### src/rtl/fifo_burst_pkg.sv
// Shared types and constants for the HSST TX FIFO burst read controller.
package fifo_burst_pkg;

  localparam int         DATA_W        = 16;
  localparam logic [7:0] HDR_MAGIC_DEF = 8'hA5;
  localparam logic [7:0] TRL_MAGIC_DEF = 8'h5A;

  typedef enum logic [2:0] {
    IDLE    = 3'd0,
    HDR     = 3'd1,
    PAYLOAD = 3'd2,
    TRL     = 3'd3,
    CSUM    = 3'd4
  } state_e;

endpackage

### src/rtl/fifo_burst_skid.sv
// Two-entry skid buffer with fall-through when empty, so an arriving word can be
// taken in the cycle it arrives and a stalled word is held in registers.
module fifo_burst_skid
  import fifo_burst_pkg::*;
(
  input  logic              clk,
  input  logic              rst,
  input  logic              in_valid,
  input  logic [DATA_W-1:0] in_data,
  output logic              out_valid,
  input  logic              out_ready,
  output logic [DATA_W-1:0] out_data,
  output logic [1:0]        count
);

  logic [DATA_W-1:0] mem_q [2];
  logic [DATA_W-1:0] mem_d [2];
  logic              rd_ptr_q, rd_ptr_d;
  logic              wr_ptr_q, wr_ptr_d;
  logic [1:0]        cnt_q, cnt_d;
  logic              stored_s, push_s, pop_s;

  // Stored entries always take priority over the bypass path to keep ordering.
  always_comb begin
    stored_s  = (cnt_q != 2'd0);
    out_valid = stored_s || in_valid;
    if (stored_s) begin
      out_data = mem_q[rd_ptr_q];
    end else if (in_valid) begin
      out_data = in_data;
    end else begin
      out_data = '0;
    end
    push_s   = in_valid && (stored_s || !out_ready);
    pop_s    = stored_s && out_ready;
    mem_d    = mem_q;
    rd_ptr_d = rd_ptr_q;
    wr_ptr_d = wr_ptr_q;
    if (push_s) begin
      mem_d[wr_ptr_q] = in_data;
      wr_ptr_d        = !wr_ptr_q;
    end else begin
      wr_ptr_d = wr_ptr_q;
    end
    if (pop_s) begin
      rd_ptr_d = !rd_ptr_q;
    end else begin
      rd_ptr_d = rd_ptr_q;
    end
    cnt_d = cnt_q + {1'b0, push_s} - {1'b0, pop_s};
  end

  always_ff @(posedge clk) begin
    if (rst) begin
      mem_q[0] <= '0;
      mem_q[1] <= '0;
      rd_ptr_q <= 1'b0;
      wr_ptr_q <= 1'b0;
      cnt_q    <= 2'd0;
    end else begin
      mem_q    <= mem_d;
      rd_ptr_q <= rd_ptr_d;
      wr_ptr_q <= wr_ptr_d;
      cnt_q    <= cnt_d;
    end
  end

  assign count = cnt_q;

endmodule

### src/rtl/fifo_burst_rd_ctrl.sv
// Read-side burst scheduler: drains the TX FIFO and frames words as header/payload/trailer.
// Define FIFO_BURST_CSUM_EN to append a 16-bit payload checksum word after the trailer.
module fifo_burst_rd_ctrl
  import fifo_burst_pkg::*;
#(
  parameter int         BURST_LEN = 64,
  parameter int         TIMEOUT   = 1024,
  parameter int         GAP_MAX   = 8,
  parameter logic [7:0] HDR_MAGIC = HDR_MAGIC_DEF,
  parameter logic [7:0] TRL_MAGIC = TRL_MAGIC_DEF
) (
  input  logic              rd_clk,
  input  logic              rd_rst,
  output logic              fifo_rd_en,
  input  logic [DATA_W-1:0] fifo_rd_data,
  input  logic              fifo_rd_empty,
  input  logic              fifo_almost_empty,
  output logic [DATA_W-1:0] tx_data,
  output logic              tx_valid,
  input  logic              tx_ready,
  output logic              tx_sop,
  output logic              tx_eop,
  output logic              busy
);

  localparam int              TW          = $clog2(TIMEOUT) + 1;
  localparam int              GW          = $clog2(GAP_MAX + 1);
  localparam logic [7:0]      BURST_LEN_W = 8'(BURST_LEN);
  localparam logic [TW-1:0]   TIMER_LAST  = TW'(TIMEOUT - 1);
  localparam logic [GW-1:0]   GAP_LAST    = GW'(GAP_MAX);

  state_e            state_q, state_d;
  logic [7:0]        seq_q, seq_d;
  logic [7:0]        len_q, len_d;
  logic [7:0]        issued_q, issued_d;
  logic [TW-1:0]     timer_q, timer_d;
  logic [GW-1:0]     gap_q, gap_d;
  logic              inflight_q;
`ifdef FIFO_BURST_CSUM_EN
  logic [DATA_W-1:0] sum_q, sum_d;
`endif

  logic              rd_en_s, accept_s, gap_exit_s;
  logic              skid_valid_s, skid_ready_s;
  logic [DATA_W-1:0] skid_data_s;
  logic [1:0]        skid_cnt_s;
  logic [DATA_W-1:0] tx_data_s;
  logic              tx_valid_s, tx_sop_s, tx_eop_s;

  fifo_burst_skid u_skid (
    .clk       (rd_clk),
    .rst       (rd_rst),
    .in_valid  (inflight_q),
    .in_data   (fifo_rd_data),
    .out_valid (skid_valid_s),
    .out_ready (skid_ready_s),
    .out_data  (skid_data_s),
    .count     (skid_cnt_s)
  );

  // Read gating: at most two words outstanding between the FIFO and the skid buffer.
  always_comb begin
    skid_ready_s = (state_q == PAYLOAD) && tx_ready;
    accept_s     = skid_valid_s && skid_ready_s;
    gap_exit_s   = (gap_q == GAP_LAST) && (skid_cnt_s == 2'd0) && !inflight_q &&
                   (len_q != 8'd0);
    rd_en_s      = !rd_rst && (state_q == PAYLOAD) && !fifo_rd_empty &&
                   (issued_q < BURST_LEN_W) &&
                   (({1'b0, skid_cnt_s} + {2'b00, inflight_q}) < 3'd2) && !gap_exit_s;
  end

  always_comb begin
    state_d    = state_q;
    seq_d      = seq_q;
    len_d      = len_q;
    issued_d   = issued_q;
    timer_d    = timer_q;
    gap_d      = gap_q;
    tx_data_s  = '0;
    tx_valid_s = 1'b0;
    tx_sop_s   = 1'b0;
    tx_eop_s   = 1'b0;
`ifdef FIFO_BURST_CSUM_EN
    sum_d      = sum_q;
`endif
    case (state_q)
      IDLE: begin
        issued_d = 8'd0;
        gap_d    = '0;
        len_d    = 8'd0;
        if (!fifo_rd_empty && fifo_almost_empty) begin
          timer_d = timer_q + TW'(1);
        end else begin
          timer_d = '0;
        end
        // Either enough data for a full-rate burst, or a trickle that has waited long enough.
        if (!fifo_rd_empty && (!fifo_almost_empty || (timer_q == TIMER_LAST))) begin
          state_d = HDR;
          timer_d = '0;
        end else begin
          state_d = IDLE;
        end
      end
      HDR: begin
        tx_data_s  = {HDR_MAGIC, seq_q};
        tx_valid_s = 1'b1;
        tx_sop_s   = 1'b1;
        gap_d      = '0;
`ifdef FIFO_BURST_CSUM_EN
        sum_d      = '0;
`endif
        if (tx_ready) begin
          state_d = PAYLOAD;
        end else begin
          state_d = HDR;
        end
      end
      PAYLOAD: begin
        tx_data_s  = skid_data_s;
        tx_valid_s = skid_valid_s;
        if (rd_en_s) begin
          issued_d = issued_q + 8'd1;
        end else begin
          issued_d = issued_q;
        end
        if (fifo_rd_empty) begin
          gap_d = (gap_q == GAP_LAST) ? gap_q : (gap_q + GW'(1));
        end else begin
          gap_d = '0;
        end
        if (accept_s) begin
          len_d = len_q + 8'd1;
`ifdef FIFO_BURST_CSUM_EN
          sum_d = sum_q + skid_data_s;
`endif
        end else begin
          len_d = len_q;
        end
        if ((accept_s && ((len_q + 8'd1) == BURST_LEN_W)) || gap_exit_s) begin
          state_d = TRL;
        end else begin
          state_d = PAYLOAD;
        end
      end
      TRL: begin
        tx_data_s  = {TRL_MAGIC, len_q};
        tx_valid_s = 1'b1;
`ifdef FIFO_BURST_CSUM_EN
        tx_eop_s   = 1'b0;
        if (tx_ready) begin
          state_d = CSUM;
        end else begin
          state_d = TRL;
        end
`else
        tx_eop_s   = 1'b1;
        if (tx_ready) begin
          state_d = IDLE;
          seq_d   = seq_q + 8'd1;
          len_d   = 8'd0;
        end else begin
          state_d = TRL;
        end
`endif
      end
`ifdef FIFO_BURST_CSUM_EN
      CSUM: begin
        tx_data_s  = sum_q;
        tx_valid_s = 1'b1;
        tx_eop_s   = 1'b1;
        if (tx_ready) begin
          state_d = IDLE;
          seq_d   = seq_q + 8'd1;
          len_d   = 8'd0;
        end else begin
          state_d = CSUM;
        end
      end
`endif
      default: begin
        state_d = IDLE;
      end
    endcase
  end

  // A reset also drops any word still in flight from the FIFO.
  always_ff @(posedge rd_clk) begin
    if (rd_rst) begin
      state_q    <= IDLE;
      seq_q      <= 8'd0;
      len_q      <= 8'd0;
      issued_q   <= 8'd0;
      timer_q    <= '0;
      gap_q      <= '0;
      inflight_q <= 1'b0;
`ifdef FIFO_BURST_CSUM_EN
      sum_q      <= '0;
`endif
    end else begin
      state_q    <= state_d;
      seq_q      <= seq_d;
      len_q      <= len_d;
      issued_q   <= issued_d;
      timer_q    <= timer_d;
      gap_q      <= gap_d;
      inflight_q <= rd_en_s;
`ifdef FIFO_BURST_CSUM_EN
      sum_q      <= sum_d;
`endif
    end
  end

  assign fifo_rd_en = rd_en_s;
  assign tx_data    = tx_data_s;
  assign tx_valid   = tx_valid_s;
  assign tx_sop     = tx_sop_s;
  assign tx_eop     = tx_eop_s;
  assign busy       = (state_q != IDLE);

endmodule

### config.mk
export PLATFORM = sky130hd
export DESIGN_NAME = fifo_burst_rd_ctrl
export DESIGN_NICKNAME = d
export VERILOG_FILES = /design/src/rtl/fifo_burst_pkg.sv /design/src/rtl/fifo_burst_skid.sv /design/src/rtl/fifo_burst_rd_ctrl.sv
export SDC_FILE = /design/constraint.sdc
export NUM_CORES = 1
export LEC_CHECK = 0
export ABC_AREA = 1
export CAP_MARGIN = 30
export CORE_AREA = 5 5 67 130
export DETAILED_ROUTE_END_ITERATION = 16
export DIE_AREA = 0 0 72 135
export PLACE_DENSITY = 0.75
export SYNTH_ARGS = -nofsm -noshare
export SYNTH_HDL_FRONTEND = slang
export SYNTH_SLANG_ARGS = --single-unit
### constraint.sdc
create_clock -name rd_clk -period 1.9 [get_ports rd_clk]
set_input_delay 0.285 -clock rd_clk [delete_from_list [all_inputs] [get_ports rd_clk]]
set_output_delay 0.285 -clock rd_clk [all_outputs]
set_load 0.01 [all_outputs]
==> results of run 1 <==
[power breakdown]
part	internal [mW]	total (mW)	switching (mW)
Combinational	0.115	0.270	0.155
Clock	1.38	2.05	0.669
Sequential	1.64	1.65	0.00765
Total	3.14	3.98	0.832
[layout make-up]
class / count / area (um^2)
Multi-Input combinational cell: 400 / 2150
Timing Repair Buffer: 102 / 801
Clock buffer: 12 / 267
Fill cell: 643 / 2290
Tap cell: 94 / 118
Inverter: 67 / 264
Sequential cell: 78 / 1570
Clock inverter: 3 / 90.1
[state kept, by name (all words and copies together) (netlist names), 2 cells and up]
register / count
u_skid.mem_q: 32
timer_q: 11
issued_q: 8
len_q: 8
seq_q: 8
gap_q: 4
state_q: 2
u_skid.count: 2
[cell usage after synthesis (7+ instances only)]
| cell type | instances |
|---|---|
| xor2_1 | 14 |
| o221ai_1 | 8 |
| dfxtp_1 | 78 |
| o21ai_0 | 64 |
| a21oi_1 | 60 |
| nor3_1 | 8 |
| clkbuf_1 | 14 |
| nand3_1 | 33 |
| nor2_1 | 72 |
| inv_1 | 59 |
| ha_1 | 10 |
| nand2_1 | 87 |
| nand4_1 | 7 |
[per-stage QoR]
stage	power [mW]	utilization, %	instances	hold slack [ps]	TNS, ps
CTS	3.98	69.5	758	452	-31.0
global route	4.08	69.7	756	470	-417
finish	3.98	69.7	756	450	0
floorplan	1.80	-	566	420	0
detailed placement	1.95	65.3	742	444	-1150
global placement	1.95	65.3	742	435	-958
[path summary, 6_finish.rpt]
kind / slack [ps] / startpoint / end / depth (start not counted)
max: 10 / u_skid.count[0] / tx_data[7] / 7
min: 450 / u_skid.mem_q[9] / u_skid.mem_q[9] / 2
max reg2reg: 90 / u_skid.count[0] / u_skid.count[1] / 10
min reg2reg: 450 / u_skid.mem_q[9] / u_skid.mem_q[9] / 2
[logic make-up after synthesis]
group	synth area share [%]
flip-flops	38.9
AND/OR/NAND/NOR	25.6
adder cells (fa/ha/maj)	3.12
XOR/XNOR	3.49
AO/OA/AOI/OAI	20.0
buffers and inverters	8.92
[worst max-delay path: cells and delay by family (launching register included)]
kind            cells  cell delay (ps)
compound gates      3              390
buf+inv             2              340
flops               1              350
simple gates        2              180
[repair_timing]
action | 4_1_cts | 5_1_grt
setup endpoints to repair | 20 | 26
resized for setup | 82 | 28
pin swaps | 4 | 8
setup buffers | 1 | 0
[routing by layer]
metal	GRT usage, %	vias up	part of all wire, %
met5	0	-	0
met4	16.0	0	4.2
li1	-	2062	-
met2	45.9	136	55
met1	24.0	2006	35
met3	4.77	49	5.3
==> summary.txt, run 1 <==
Routability cong.: 0.968
Nets: 689
CP max stage cell: dfxtp_2
Starting Density: 53.2%
Via Count: 4,253
GRT Overall Usage: 24.8%
Cts bufs inserted: 9
Yosys warns: 0
DRC Markers: 0
Startpoint class of the critical path: flop
Ranking of synthesized cells by area: dfxtp_1 (39%), nand2_1 (8.1%), o21ai_0 (8.0%)
Worst path max stage delay: 350 ps
I/O pin count: 42
Syn avg cell area: 7.09 um^2
Static Leak: 2.21 nW
Initial DRC count: 317
First-pass GRT wire length: 19.1 mm
Sequential share of the synthesized area: 38.9%
Clock buffer depth: 2
Worst Hold Class: flop to flop
Achievable clock frequency: 530 MHz
Post-Synthesis Cells: 566
Slew @ Worst Pin: 443 ps
Final Worst Setup Slack: 12.5 ps
ANT nets after route: 0
Antenna cells: 0
Synth top area share: 38.9%
Max cap viols: 0
Peak VDD IR: 0.677 mV
Chip height: 135 um
Most frequent cells in the layout: nand2_1 (85), dfxtp_1 (74), nor2_1 (69)
Top cell type by total area after synthesis: dfxtp_1
Crit Path Max Fanout: 12
Total wire length: 11.5 mm
Initial antenna violation count: 0
Ys async rst share: 0%
Power Dens Cells: 756 nW/um^2
CTS Hold Bufs: 0
Total gr overflow: 0
Number of global-route vias before repair: 4,363
CP Class: flop to primary output
Distinct cells, synth: 36
Syn-to-layout area delta: 31.1%
Clock sinks: 78
Status: completed
Final Cell Area: 5260 um^2
RSZ-0062 raised after global routing: true
Syn_nets: 597
Fin crit share: 99.3%
Cell row count: 45
Pre-CTS setup slack: -203 ps
Core area: 7540 um^2
Post-place instance area: 4930 um^2
Tmin final: 1890 ps
Die W: 72 um
Root Driver: clkbuf_16
Post-detail-place hpwl: 8.28 mm
Setup-failing EPs final: 0
Routed vias/inst: 5.63
CP cell instances: nor2_4 > inv_2 > o21ai_0 > o21ai_0 > nand2_1 > o221ai_1 > buf_2
Largest net degree at the start of global routing: 36
Die area: 9720 um^2
Register clock-pin slew on the reported worst setup and hold paths: 60 ps
CP most frequent cell: o21ai_0
Hold Vio Cnt, Final: 0
I/O Buffers: 41
Drt first pass iters: 7
CTS tree: built
Clock Latency Late Sink: 350 ps
Crit path DAT: 1600 ps
Primary FF master, synth: dfxtp_1
Share of cells above drive strength 1: 21.6%
Mapped Area: 4010 um^2
Synthesis-stage register bit count: 78
Post-DR wirelength/cell: 15.2 um
Commonest non-fill, non-tap cell in the layout: nand2_1
Element type at the critical path end: primary output
Worst Clk Skew: 3.48 ps
Worst slew margin: 70.5%
Number of synthesized flops with an enable pin: 0
Slew Limit Fails: 0
# H-tree levels: 3
Critical Path RT: 1620 ps
(Power assumes the default switching activity.)
==> run 2: changes to the inputs <==
--- a/config.mk
+++ b/config.mk
@@ -10,6 +10,7 @@
 export CORE_AREA = 5 5 67 130
 export DETAILED_ROUTE_END_ITERATION = 16
 export DIE_AREA = 0 0 72 135
+export GPL_TIMING_DRIVEN = 0
 export PLACE_DENSITY = 0.75
 export SYNTH_ARGS = -nofsm -noshare
 export SYNTH_HDL_FRONTEND = slang
==> summary.txt, run 2 (synthesis results as in run 1) <==
Status: complete, but fails checks
Failing checks: setup timing
I/O Buffers: 40 (-2.4%)
Largest register FFs: 32 (unchanged)
Pre-CTS setup slack: -600 ps (-398 ps)
Number of global-route vias before repair: 4,125 (-5.5%)
Element type at the critical path end: primary output
Cts bufs inserted: 9 (unchanged)
Final Worst Setup Slack: -75.9 ps (-88.4 ps)
Post-DR wirelength/cell: 16.4 um (+8.1%)
Largest net degree at the start of global routing: 14 (-61%)
Power Dens Cells: 720 nW/um^2 (-4.7%)
Total gr overflow: 0 (unchanged)
Commonest non-fill, non-tap cell in the layout: nand2_1
Setup-failing EPs final: 9 (+9)
ANT nets after route: 0 (unchanged)
Crit path DAT: 1690 ps (+90 ps)
Root Driver: clkbuf_16
Clock buffer depth: 2 (unchanged)
Initial DRC count: 286 (-9.8%)
Routed vias/inst: 5.71 (+1.5%)
Die area: 9720 um^2 (unchanged)
Nets: 658 (-4.5%)
Startpoint class of the critical path: flop
# H-tree levels: 3 (unchanged)
Peak VDD IR: 0.682 mV (+0.69%)
Core area: 7540 um^2 (unchanged)
CTS tree: built
Antenna cells: 0 (unchanged)
Switching Share: 23.5% (+2.6 points)
Int Pwr: 2.82 mW (-10%)
Post-detail-place hpwl: 8.40 mm (+1.5%)
Worst Hold Class: input pin to flop
Total wire length: 11.9 mm (+3.8%)
Drt first pass iters: 5 (-2)
Crit Path Max Fanout: 7 (-5)
Share of cells above drive strength 1: 19.3% (-2.3 points)
Register clock-pin slew on the reported worst setup and hold paths: 60 ps (about the same)
Fillers: 648 (+0.78%)
Cell row count: 45 (unchanged)
Slew Limit Fails: 0 (unchanged)
Critical Path RT: 1620 ps (about the same)
Static Leak: 2.05 nW (-6.9%)
Fin crit share: 104% (+4.7 points)
RSZ-0062 raised after global routing: true
Achievable clock frequency: 506 MHz (-4.5%)
I/O pin count: 42 (unchanged)
Starting Density: 53.2% (unchanged)
DRC Markers: 0 (unchanged)
Worst slew margin: 59.1% (-11 points)
Chip height: 135 um (unchanged)
Sequential power share: 44.9% (+3.3 points)
Slew @ Worst Pin: 614 ps (+171 ps)
Clk pwr share: 48.5% (-3.1 points)
Via Count: 4,146 (-2.5%)
CP Class: flop to primary output
GRT Overall Usage: 24.9% (+0.13 points)
Final Hold Slack: 408 ps (-42.3 ps)
Comb pwr share: 6.6% (-0.2 points)
Die W: 72 um (unchanged)
First-pass GRT wire length: 18.7 mm (-1.9%)
Top flop regs: u_skid.mem_q (32), timer_q (11)
Most frequent cells in the layout: nand2_1 (83), dfxtp_1 (70), nor2_1 (69)
Clock sinks: 78 (unchanged)
Syn-to-layout area delta: 27.4%
Worst Clk Skew: 4.71 ps (+1.23 ps)
Top reg by flops: u_skid.mem_q
Net switching power: 865 uW (+4.0%)
Hold Vio Cnt, Final: 0 (unchanged)
Routability cong.: 0.935 (-3.3%)
Clock Latency Late Sink: 350 ps (about the same)
Initial antenna violation count: 0 (unchanged)
Tmin final: 1980 ps (+88.4 ps)
CTS Hold Bufs: 0 (unchanged)
Max cap viols: 0 (unchanged)
run 2: power by group through the flow:
stage | clock, mW | sequential (mW) | combinational, mW
3_5_place_dp | 0 | 1.69 | 0.220
5_1_grt | 1.87 | 1.65 | 0.260
6_report | 1.78 | 1.65 | 0.243
2_1_floorplan | 0 | 1.69 | 0.106
3_3_place_gp | 0 | 1.69 | 0.219
4_1_cts | 1.78 | 1.65 | 0.232
run 2: metrics by stage:
step                instances  total power [mW]  TNS, ps  area, um^2  utilization, %
floorplan                 566              1.80        0        4010               -
global placement          700              1.91    -8880        4530            60.0
detailed placement        700              1.91    -9100        4530            60.0
CTS                       724              3.67     -473        5010            66.4
global route              726              3.79    -1330        5110            67.7
finish                    726              3.68     -350        5110            67.7
run 2: final timing paths:
path / startpoint / to / slack [ps] / depth (start not counted)
worst min-delay path: tx_ready / seq_q[0] / 410 / 3
worst max register to register: state_q[0] / u_skid.count[1] / 100 / 11
worst max-delay path: u_skid.count[0] / tx_data[2] / -80 / 9
worst min register to register: u_skid.mem_q[24] / u_skid.mem_q[24] / 460 / 2
run 2: critical path: stages (launching register included):
cell	delay, ps
dfxtp_2	330
nor2_4	190
buf_6	140
inv_6	50
clkbuf_16	150
o21ai_2	50
o21ai_1	70
nand2_1	70
o221ai_2	110
buf_2	160
run 2: metal layers:
| metal | vias to the layer above | routed length, um | track usage, % |
|---|---|---|---|
| li1 | 2001 | - | - |
| met2 | 137 | 6550 | 46.3 |
| met5 | - | 0 | 0 |
| met4 | 0 | 714 | 18.1 |
| met1 | 1952 | 4150 | 22.9 |
| met3 | 56 | 523 | 5.14 |
run 2: what timing repair did:
item | in CTS | in global routing
buffers inserted | 6 | 2
resized for setup | 146 | 26
cloned | 2 | 0
endpoints found under the setup margin | 22 | 28
pin swaps | 8 | 7
run 2: layout make-up:
cell class	instances	area, um^2	area share [%]
Clock inverter	5	57.6	1.13
Tap cell	94	118	2.30
Timing Repair Buffer	50	414	8.10
Inverter	67	274	5.36
Clock buffer	11	253	4.94
Buffer	21	171	3.35
Sequential cell	78	1580	31.0
Multi-Input combinational cell	400	2240	43.8
